## src/rtl/video_sequencer_pkg.sv

```systemverilog
// Control-vector bit indices, dot/line windows and the fetch-phase decoder
// shared by the video sequencer and its datapath consumers.
package video_sequencer_signals;

    localparam int video_fetch_phase_lsb = 0;
    localparam int video_fetch_phase_msb = 7;
    localparam int video_vblank_set      = 8;
    localparam int video_vblank_clr      = 9;
    localparam int video_is_rendering    = 10;
    localparam int video_incr_hori_v     = 11;
    localparam int video_incr_vert_v     = 12;
    localparam int video_hori_v_eq_t     = 13;
    localparam int video_vert_v_eq_t     = 14;
    localparam int video_sprite_fetch    = 15;

    localparam logic [15:0] C_visible_lines = 16'd240;
    localparam logic [15:0] C_vblank_dot    = 16'd1;

    // Background fetch: main line window plus the two-tile prefetch for the next line.
    localparam logic [15:0] C_fetch_lo     = 16'd1;
    localparam logic [15:0] C_fetch_hi     = 16'd256;
    localparam logic [15:0] C_prefetch_lo  = 16'd321;
    localparam logic [15:0] C_prefetch_hi  = 16'd340;

    localparam logic [15:0] C_hori_lo      = 16'd8;
    localparam logic [15:0] C_hori_hi      = 16'd256;
    localparam logic [15:0] C_hori_pre_lo  = 16'd328;
    localparam logic [15:0] C_hori_pre_hi  = 16'd336;
    localparam logic [15:0] C_vert_inc_dot = 16'd256;
    localparam logic [15:0] C_hori_copy    = 16'd257;
    localparam logic [15:0] C_vert_copy_lo = 16'd280;
    localparam logic [15:0] C_vert_copy_hi = 16'd304;
    localparam logic [15:0] C_sprite_lo    = 16'd257;
    localparam logic [15:0] C_sprite_hi    = 16'd320;

    function automatic logic [7:0] decode_phase(input logic [2:0] sel);
        decode_phase = 8'd1 << sel;
    endfunction

endpackage

```

## src/rtl/video_position_counter.sv

```systemverilog
// Dot/line position counters and frame parity, including the shortened
// pre-render line on odd frames while rendering.
module video_position_counter #(
    parameter int unsigned P_dots_per_line   = 341,
    parameter int unsigned P_lines_per_frame = 262,
    parameter int unsigned P_skip_odd_dot    = 1
) (
    input  logic        I_vid_clock,
    input  logic        I_reset,
    input  logic        I_dot_enable,
    input  logic        I_render_enable,
    output logic [15:0] O_hcount,
    output logic [15:0] O_vcount,
    output logic        O_odd_frame,
    output logic        O_pre_render
);

    localparam logic [15:0] L_last_dot  = 16'(P_dots_per_line - 1);
    localparam logic [15:0] L_skip_dot  = 16'(P_dots_per_line - 2);
    localparam logic [15:0] L_last_line = 16'(P_lines_per_frame - 1);
    localparam logic        L_skip_en   = (P_skip_odd_dot != 0);

    logic [15:0] hcount_q, hcount_d;
    logic [15:0] vcount_q, vcount_d;
    logic        odd_q, odd_d;
    logic        pre_render, skip_dot, line_end;

    assign pre_render = (vcount_q == L_last_line);
    assign skip_dot   = L_skip_en & odd_q & I_render_enable & pre_render & (hcount_q == L_skip_dot);
    assign line_end   = (hcount_q == L_last_dot) | skip_dot;

    always_comb begin
        hcount_d = hcount_q;
        vcount_d = vcount_q;
        odd_d    = odd_q;
        if (I_dot_enable) begin
            if (line_end) begin
                hcount_d = '0;
                if (pre_render) begin
                    vcount_d = '0;
                    odd_d    = ~odd_q;
                end else begin
                    vcount_d = vcount_q + 16'd1;
                end
            end else begin
                hcount_d = hcount_q + 16'd1;
            end
        end
    end

    always_ff @(posedge I_vid_clock or posedge I_reset) begin
        if (I_reset) begin
            hcount_q <= '0;
            vcount_q <= L_last_line;
            odd_q    <= 1'b0;
        end else begin
            hcount_q <= hcount_d;
            vcount_q <= vcount_d;
            odd_q    <= odd_d;
        end
    end

    assign O_hcount     = hcount_q;
    assign O_vcount     = vcount_q;
    assign O_odd_frame  = odd_q;
    assign O_pre_render = pre_render;

endmodule

```

## src/rtl/video_sequencer.sv

```systemverilog
// Dot/line sequencer: position counters, vblank status flag and the per-dot
// control vector for the background fetch and scroll register logic.
module video_sequencer
    import video_sequencer_signals::*;
#(
    parameter int unsigned P_dots_per_line   = 341,
    parameter int unsigned P_lines_per_frame = 262,
    parameter int unsigned P_vblank_line     = 241,
    parameter int unsigned P_skip_odd_dot    = 1
) (
    input  logic        I_vid_clock,
    input  logic        I_reset,
    input  logic        I_dot_enable,
    input  logic        I_render_enable,
    input  logic        I_status_read,
    output logic [15:0] O_hcount,
    output logic [15:0] O_vcount,
    output logic        O_odd_frame,
    output logic        O_vblank_flag,
    output logic        O_frame_start,
    output logic [15:0] O_control
);

    localparam logic [15:0] L_vblank_line = 16'(P_vblank_line);

    logic [15:0] hcount, vcount, control;
    logic        odd_frame, pre_render, visible, render_line;
    logic        in_fetch, in_hori, in_vert_copy, in_sprite;
    logic        vblank_q, vblank_d;

    video_position_counter #(
        .P_dots_per_line   (P_dots_per_line),
        .P_lines_per_frame (P_lines_per_frame),
        .P_skip_odd_dot    (P_skip_odd_dot)
    ) u_pos (
        .I_vid_clock     (I_vid_clock),
        .I_reset         (I_reset),
        .I_dot_enable    (I_dot_enable),
        .I_render_enable (I_render_enable),
        .O_hcount        (hcount),
        .O_vcount        (vcount),
        .O_odd_frame     (odd_frame),
        .O_pre_render    (pre_render)
    );

    assign visible      = (vcount < C_visible_lines);
    assign render_line  = (visible | pre_render) & I_render_enable;
    assign in_fetch     = ((hcount >= C_fetch_lo) && (hcount <= C_fetch_hi)) ||
                          ((hcount >= C_prefetch_lo) && (hcount <= C_prefetch_hi));
    assign in_hori      = ((hcount >= C_hori_lo) && (hcount <= C_hori_hi)) ||
                          ((hcount >= C_hori_pre_lo) && (hcount <= C_hori_pre_hi));
    assign in_vert_copy = (hcount >= C_vert_copy_lo) && (hcount <= C_vert_copy_hi);
    assign in_sprite    = (hcount >= C_sprite_lo) && (hcount <= C_sprite_hi);

    // Bits 11-14 are gated by the dot strobe so each fires once per dot.
    always_comb begin
        control = '0;
        if (render_line && in_fetch)
            control[video_fetch_phase_msb:video_fetch_phase_lsb] = decode_phase(hcount[2:0]);
        control[video_vblank_set]   = (vcount == L_vblank_line) && (hcount == C_vblank_dot);
        control[video_vblank_clr]   = pre_render && (hcount == C_vblank_dot);
        control[video_is_rendering] = render_line;
        control[video_incr_hori_v]  = render_line && (hcount[2:0] == 3'd0) && in_hori && I_dot_enable;
        control[video_incr_vert_v]  = render_line && (hcount == C_vert_inc_dot) && I_dot_enable;
        control[video_hori_v_eq_t]  = render_line && (hcount == C_hori_copy) && I_dot_enable;
        control[video_vert_v_eq_t]  = pre_render && I_render_enable && in_vert_copy && I_dot_enable;
        control[video_sprite_fetch] = render_line && in_sprite;
    end

    // A status read beats a simultaneous set, so that frame's vblank is lost.
    always_comb begin
        vblank_d = vblank_q;
        if (I_dot_enable && control[video_vblank_set]) vblank_d = 1'b1;
        if (I_dot_enable && control[video_vblank_clr]) vblank_d = 1'b0;
        if (I_status_read) vblank_d = 1'b0;
    end

    always_ff @(posedge I_vid_clock or posedge I_reset) begin
        if (I_reset) vblank_q <= 1'b0;
        else         vblank_q <= vblank_d;
    end

    assign O_hcount      = hcount;
    assign O_vcount      = vcount;
    assign O_odd_frame   = odd_frame;
    assign O_vblank_flag = vblank_q;
    assign O_frame_start = (hcount == 16'd0) && (vcount == 16'd0);
    assign O_control     = control;

endmodule

```

## config.mk

```make
export PLATFORM = sky130hd
export DESIGN_NAME = video_sequencer
export DESIGN_NICKNAME = d
export VERILOG_FILES = /design/src/rtl/video_sequencer_pkg.sv /design/src/rtl/video_position_counter.sv /design/src/rtl/video_sequencer.sv
export SDC_FILE = /design/constraint.sdc
export NUM_CORES = 1
export LEC_CHECK = 0
export ABC_AREA = 1
export CAP_MARGIN = 20
export CORE_AREA = 2 2 111 113
export DETAILED_ROUTE_END_ITERATION = 8
export DIE_AREA = 0 0 113 115
export GPL_ROUTABILITY_DRIVEN = 0
export PLACE_DENSITY = 0.45
export SLEW_MARGIN = 5
export SYNTH_ARGS = -nofsm -noshare
export SYNTH_HDL_FRONTEND = slang
export SYNTH_HIERARCHICAL = 1
export SYNTH_SLANG_ARGS = --single-unit
```

## constraint.sdc

```tcl
create_clock -name I_vid_clock -period 2.9 [get_ports I_vid_clock]
set_input_delay 0.29 -clock I_vid_clock [delete_from_list [all_inputs] [get_ports I_vid_clock]]
set_output_delay 0.29 -clock I_vid_clock [all_outputs]
set_load 0.02 [all_outputs]
```

Word-level counts from Yosys, hierarchy flattened --
Index checks and enable logic that the tools add are counted.
Word-level totals: bits in registers 34, latch bits 0, memory bits (writable) 0, bits in read-only memories 0, bits of input ports 5, output and inout bits 51, word-level logic and storage cells 70, memories 0
Operators by class: add/subtract/negate cells 2, $mul 0, div/mod/pow operators 0, magnitude comparators 12, equal/unequal tests 7, shift operators 1, multiplexer cells 6, bitwise logic cells 7, reductions and logical operators 31
Operators with widths (number):
- 16-bit by 9-bit equality test with 1-bit output (second input constant) | 5
- 16-bit by 9-bit less-or-equal comparator with 1-bit output (second input constant) | 5
- 16-bit by 9-bit >= comparator with 1-bit output (second input constant) | 4
- 16-bit by 1-bit adder with 16-bit output (second input constant) | 2
- 16-bit logical NOT | 2
- 16-bit two-way mux | 2
- 1-bit logical AND | 23
- 16-bit by 1-bit equality test with 1-bit output (second input constant) | 1
- 16-bit by 8-bit equality test with 1-bit output (second input constant) | 1
- 16-bit by 1-bit >= comparator with 1-bit output (second input constant) | 1
- 16-bit by 4-bit >= comparator with 1-bit output (second input constant) | 1
- 16-bit by 8-bit less-than comparator with 1-bit output (second input constant) | 1
- 8-bit two-way mux | 1
- 1-bit by 3-bit left shift with 8-bit output (first input constant) | 1
- 1-bit AND | 4
- 3-bit logical NOT | 1
- 1-bit two-way mux | 3
- 3-bit AND reduction | 1
- 3-bit nonzero test | 1
- 1-bit logical OR | 2
- 1-bit bitwise OR | 2
- 2-bit AND reduction | 1
- 1-bit NOT | 1

Longest topological paths before layout --
depth after elaboration 6, depth in mapped cells 11, depth with buffers taken out 10

Cells and area by module --
The synthesis kept the hierarchy.
Modules (own cells, without submodules):
- video_position_counter | instances 1, cells an instance 321, area an instance 2203.4 um^2, sequential area each 829.5 um^2
- video_sequencer | instances 1, cells an instance 141, area an instance 698.2 um^2, sequential area each 25.0 um^2

Worst setup path before layout --
No wires, ideal clock.
kind flip-flop to output port, from register u_pos.vcount_q[0], in the netlist u_pos/O_vcount[0], to output port O_control[11], arrival 2.008 ns, data required time 2.610 ns, path slack 0.602 ns, stages on the path, launching flop included 10, buffers on the path 1, path through dfstp_2 > ha_1 > nand3_1 > nor2_1 > and2_1 > clkbuf_1 > nand2_1 > o21ai_4 > nand2_1 > a21oi_1
On the way: longest elaborated chain between the ends 6, elaborated cells between the ends (all ways) 7, those cells by class order compare (1); eq/ne (1); bitwise (2); reduce/logical (3)
RTL lines:
- start, declared | line video_position_counter.sv:24 | logic [15:0] vcount_q, vcount_d;
- start signal, assigned | line video_position_counter.sv:54 | vcount_q <= L_last_line;
- start signal, assigned | line video_position_counter.sv:58 | vcount_q <= vcount_d;
- 16-bit by 9-bit equality test with 1-bit output | line video_position_counter.sv:28 | assign pre_render = (vcount_q == L_last_line);
- named net pre_render | line video_sequencer.sv:27 | logic odd_frame, pre_render, visible, render_line;
- 1-bit bitwise OR | line video_sequencer.sv:47 | assign render_line = (visible | pre_render) & I_render_enable;
- 1-bit AND | line video_sequencer.sv:47
- named net render_line | line video_sequencer.sv:27
- 1-bit logical AND (3 in series) | line video_sequencer.sv:63 | control[video_incr_hori_v] = render_line && (hcount[2:0] == 3'd0) && in_hori && I_dot_enable;
- end, declared | line video_sequencer.sv:21 | output logic [15:0] O_control
The timed path passes the listed nets, and every way through them passes these cells.

Worst setup path after layout --
from register u_pos.hcount_q[11], in the netlist u_pos/O_hcount[11], to output port O_control[8]
On the way: longest elaborated chain between the ends 2
RTL lines:
- start, declared | line video_position_counter.sv:23 | logic [15:0] hcount_q, hcount_d;
- start signal, assigned | line video_position_counter.sv:57 | hcount_q <= hcount_d;
- 16-bit by 1-bit equality test with 1-bit output | line video_sequencer.sv:60 | control[video_vblank_set] = (vcount == L_vblank_line) && (hcount == C_vblank_dot);
- 1-bit logical AND | line video_sequencer.sv:60
Every way passes these cells.

==> summary.md <==
| Metric | Value |
|---|---|
| Max Root-Sink Buffers | 2 |
| Startpoint types | register |
| Port bufs | between 50 and 60 |
| Combinational family with the most area after synthesis | simple AND/OR/NAND/NOR gates |
| N_diodes | 0 |
| Element type at the critical path end | output pin |
| CP Data Required Time | approximately 2.6 ns |
| Yosys warns | 6 |
| CTS buffer count | 5 |
| XOR/XNOR share of the synthesized area | 0.0755 |
| CTS tree | yes |
| Final wirelength | 8970 um |
| Layout net count | between 500 and 600 |
| RSZ-0062 raised after global routing | false |
| Simple-Gate Fraction of Synth Area | 0.471 |
| Multiplexer area fraction after synthesis | 0 |
| CTS sink count | 34 |
| Die W | 113 um |
| Post-synth EDFFs | 0 |
| Initial core utilization | 0.246 |
| Count of non-filler cells in the finished layout | 672 |
| Arr. time, crit path | roughly 2.4 ns |
| Max-cap check violation count | 0 |
| WP depth | 8 |
| Crit Path Class | register to output pin |
| Maximum VDD drop | 169 uV |
| R2R setup slack | 0.83 ns |
| Drt pass-1 iters | 7 |
| Post-CTS setup buffer count | 0 |
| Kind of cell adding the most delay to the critical path | simple AND/OR/NAND/NOR gates |
| Final TNS setup | 0 ns |
| Main synth FF type | dfrtp_1 |
| First-pass GRT wire length | 14,900 um |
| DP Wirelength | 6680 um |
| Vias after detailed routing | 3,023 |
| Adder-cell area share of the yosys netlist | 0.0172 |
| Clock slew at reported path FFs | ~0.06 ns |
| Num rows | 40 |
| Failing checks | design-rule violations |
| Syn Nets | around 470 |
| I/O Pins | 56 |
| Core Area | 11,800 um^2 |
| Leak | 2.02 nW |
| Area grow syn2layout | 31.8% |
| # resized after CTS | 0 |
| Global Route Usage Sum | 0.141 |
| Drt wl/cell | 13.3 um |
| Critical Path Max Stage Delay | 0.66 ns |
| Initial antenna violation count | 0 |
| Fmax achieved | 368 MHz |
| Placed cell count | 664 |
| Hold Path Class | input port to async pin |
| WP buf/inv | 2 |
| Grt total ovfl | 0 |
| Detail Route Antenna Nets | 0 |
| Critical-path top delay cell | clkdlybuf4s50_1 |
| Largest net degree at the start of global routing | 34 |
| Detailed Route Iter0 Violations | 152 |
| Status | finished, violations left |
| Synth async-reset ratio | 1.00 |
| Register bit total from synthesis | 34 |
| Layout cell share with drive strength beyond 1 | 0.0971 |
| Mean Syn Cell Area | 6.28 um^2 |
| Mapped Area | just under 3000 um^2 |
| Crit-path cells | nor2_2 -> nand2_1 -> nor2_2 -> nand2_1 -> nor2_1 -> inv_1 -> nor3_1 -> clkdlybuf4s50_1 |
| Max Slew Vio Count | 0 |
| Post-Syn Instances | 462 |
| Power Density | 538 nW/um^2 |
| Final period util | 0.937 |
| Clk_lat worst skew | 0.28 ns |
| Max-slew headroom | 0.688 |
| Root Driver | clkbuf_16 |
| Compound-cell area share of the yosys netlist | 0.0397 |
| Post-DR vias/cell | 4.50 |
| Crit path max fanout | 8 |
| Sequential fraction of the synthesis area | 0.295 |
| DIE AREA | 13,000 um^2 |
| R2R depth | 7 |
| Area contributors post-synth | dfrtp_1, nand2_1, nor2_1, nand3_1, inv_1 |
| H-Tree Depth | 2 |
| Fin crit period | 2.72 ns |
| Die Ht | 115 um |
| DRC viols | 8 |
| Setup violations, final | 0 |
| Final Hold Viols | 0 |
| Hold Buf Count CTS | 0 |
| Synth cell types | 33 |
| Worst Clk Skew | 0.00691 ns |
| Vias in the first global route | 3,045 |
| Measured slew at the worst slew-check pin | 0.468 ns |
| Largest area contributor in the netlist | dfrtp_1 |
| Synth top area share | 0.267 |
[final cells by class]
class | count | area, um^2
clock buffer | 7 | 143
clock inverter | 1 | 5.00
fill | 1317 | 7990
inverter | 65 | 244
multi-input combinational | 355 | 1750
sequential | 34 | 855
tap | 147 | 184
timing repair buffer | 63 | 643
[layer usage]
layer	GRT usage	share of wire	wire, um
met1	0.184	0.48	4280
met4	0.0317	0.0048	43
met3	0.0185	0.030	265
met2	0.250	0.49	4380
met5	0	0	0
[registers in the layout, indices dropped and copies added, names as in the netlist]
| signal | cells |
|---|---|
| u_pos/O_hcount | 16 |
| u_pos/O_vcount | 16 |
| O_vblank_flag | 1 |
| u_pos/O_odd_frame | 1 |
[worst reg2reg max path, cell delays in order (launching register included)]
cell	delay [ns]
dfrtp_1	0.57
ha_1	0.30
nand3_1	0.13
nor3_1	0.38
nand3_1	0.20
nor2_1	0.16
xor2_1	0.18
inv_1	0.05
[cell usage after synthesis (4+ instances only)]
cell / instances
ha_1: 4
nand2_2: 4
xor2_1: 21
inv_1: 60
nand2_1: 128
nand4_1: 10
a21oi_1: 7
dfrtp_1: 31
o21ai_0: 4
nor2_2: 14
xnor2_1: 4
nor2_1: 83
inv_2: 5
nor3_1: 7
nand3_1: 50
[worst paths after layout]
kind / to / start
hold / removal: O_vblank_flag / I_reset
min in group I_vid_clock: O_vblank_flag / O_vblank_flag
setup reg to reg: u_pos/O_hcount[14] / u_pos/O_hcount[0]
setup / recovery: O_control[8] / u_pos/O_hcount[11]
max in group asynchronous: u_pos/O_vcount[8] / I_reset
hold reg to reg: O_vblank_flag / O_vblank_flag
[through the flow]
step | setup WS (ns) | cell area [um^2] | utilization | hold WS (ns) | total power [mW]
floorplan | 0.602 | 2900 | - | 0.0187 | 1.21
global placement | 0.433 | 3640 | 0.309 | 0.463 | 1.52
detailed placement | 0.359 | 3640 | 0.309 | 0.462 | 1.52
CTS | 0.0518 | 3790 | 0.321 | 0.168 | 2.08
global route | 0.00659 | 3820 | 0.324 | 0.204 | 2.21
finish | 0.182 | 3820 | 0.324 | 0.172 | 2.06
[placed cells by master, fill, tap and decap left out, types with 3 or more instances in the layout]
master	count
and2_1	3
nor2_4	3
nand2_1	128
inv_2	5
buf_4	8
xnor2_1	4
xor2_1	21
a21oi_1	7
nand3_1	50
inv_1	60
dlymetal6s2s_1	13
nor2_1	83
ha_1	4
o21ai_0	4
dfstp_2	3
nor2_2	14
clkbuf_16	5
nand4_1	10
nor3_1	7
clkdlybuf4s50_1	42
dfrtp_1	31
nand2_2	4
[power by group]
| part | total, mW | internal, mW | leakage [nW] | switching (mW) |
|---|---|---|---|---|
| sequential | 0.741 | 0.543 | 0.423 | 0.199 |
| combinational | 0.772 | 0.304 | 1.53 | 0.468 |
| clock | 0.542 | 0.341 | 0.0739 | 0.202 |
[kinds of logic (layout without fill, tap and decap cells)]
family	after synthesis	after routing
AO/OA/AOI/OAI	17	17
XOR/XNOR	25	25
adder cells (fa/ha/maj)	4	4
buffers and inverters	73	136
flip-flops	34	34
AND/OR/NAND/NOR	309	309
Note: power is estimated with default switching activity, not from simulation.
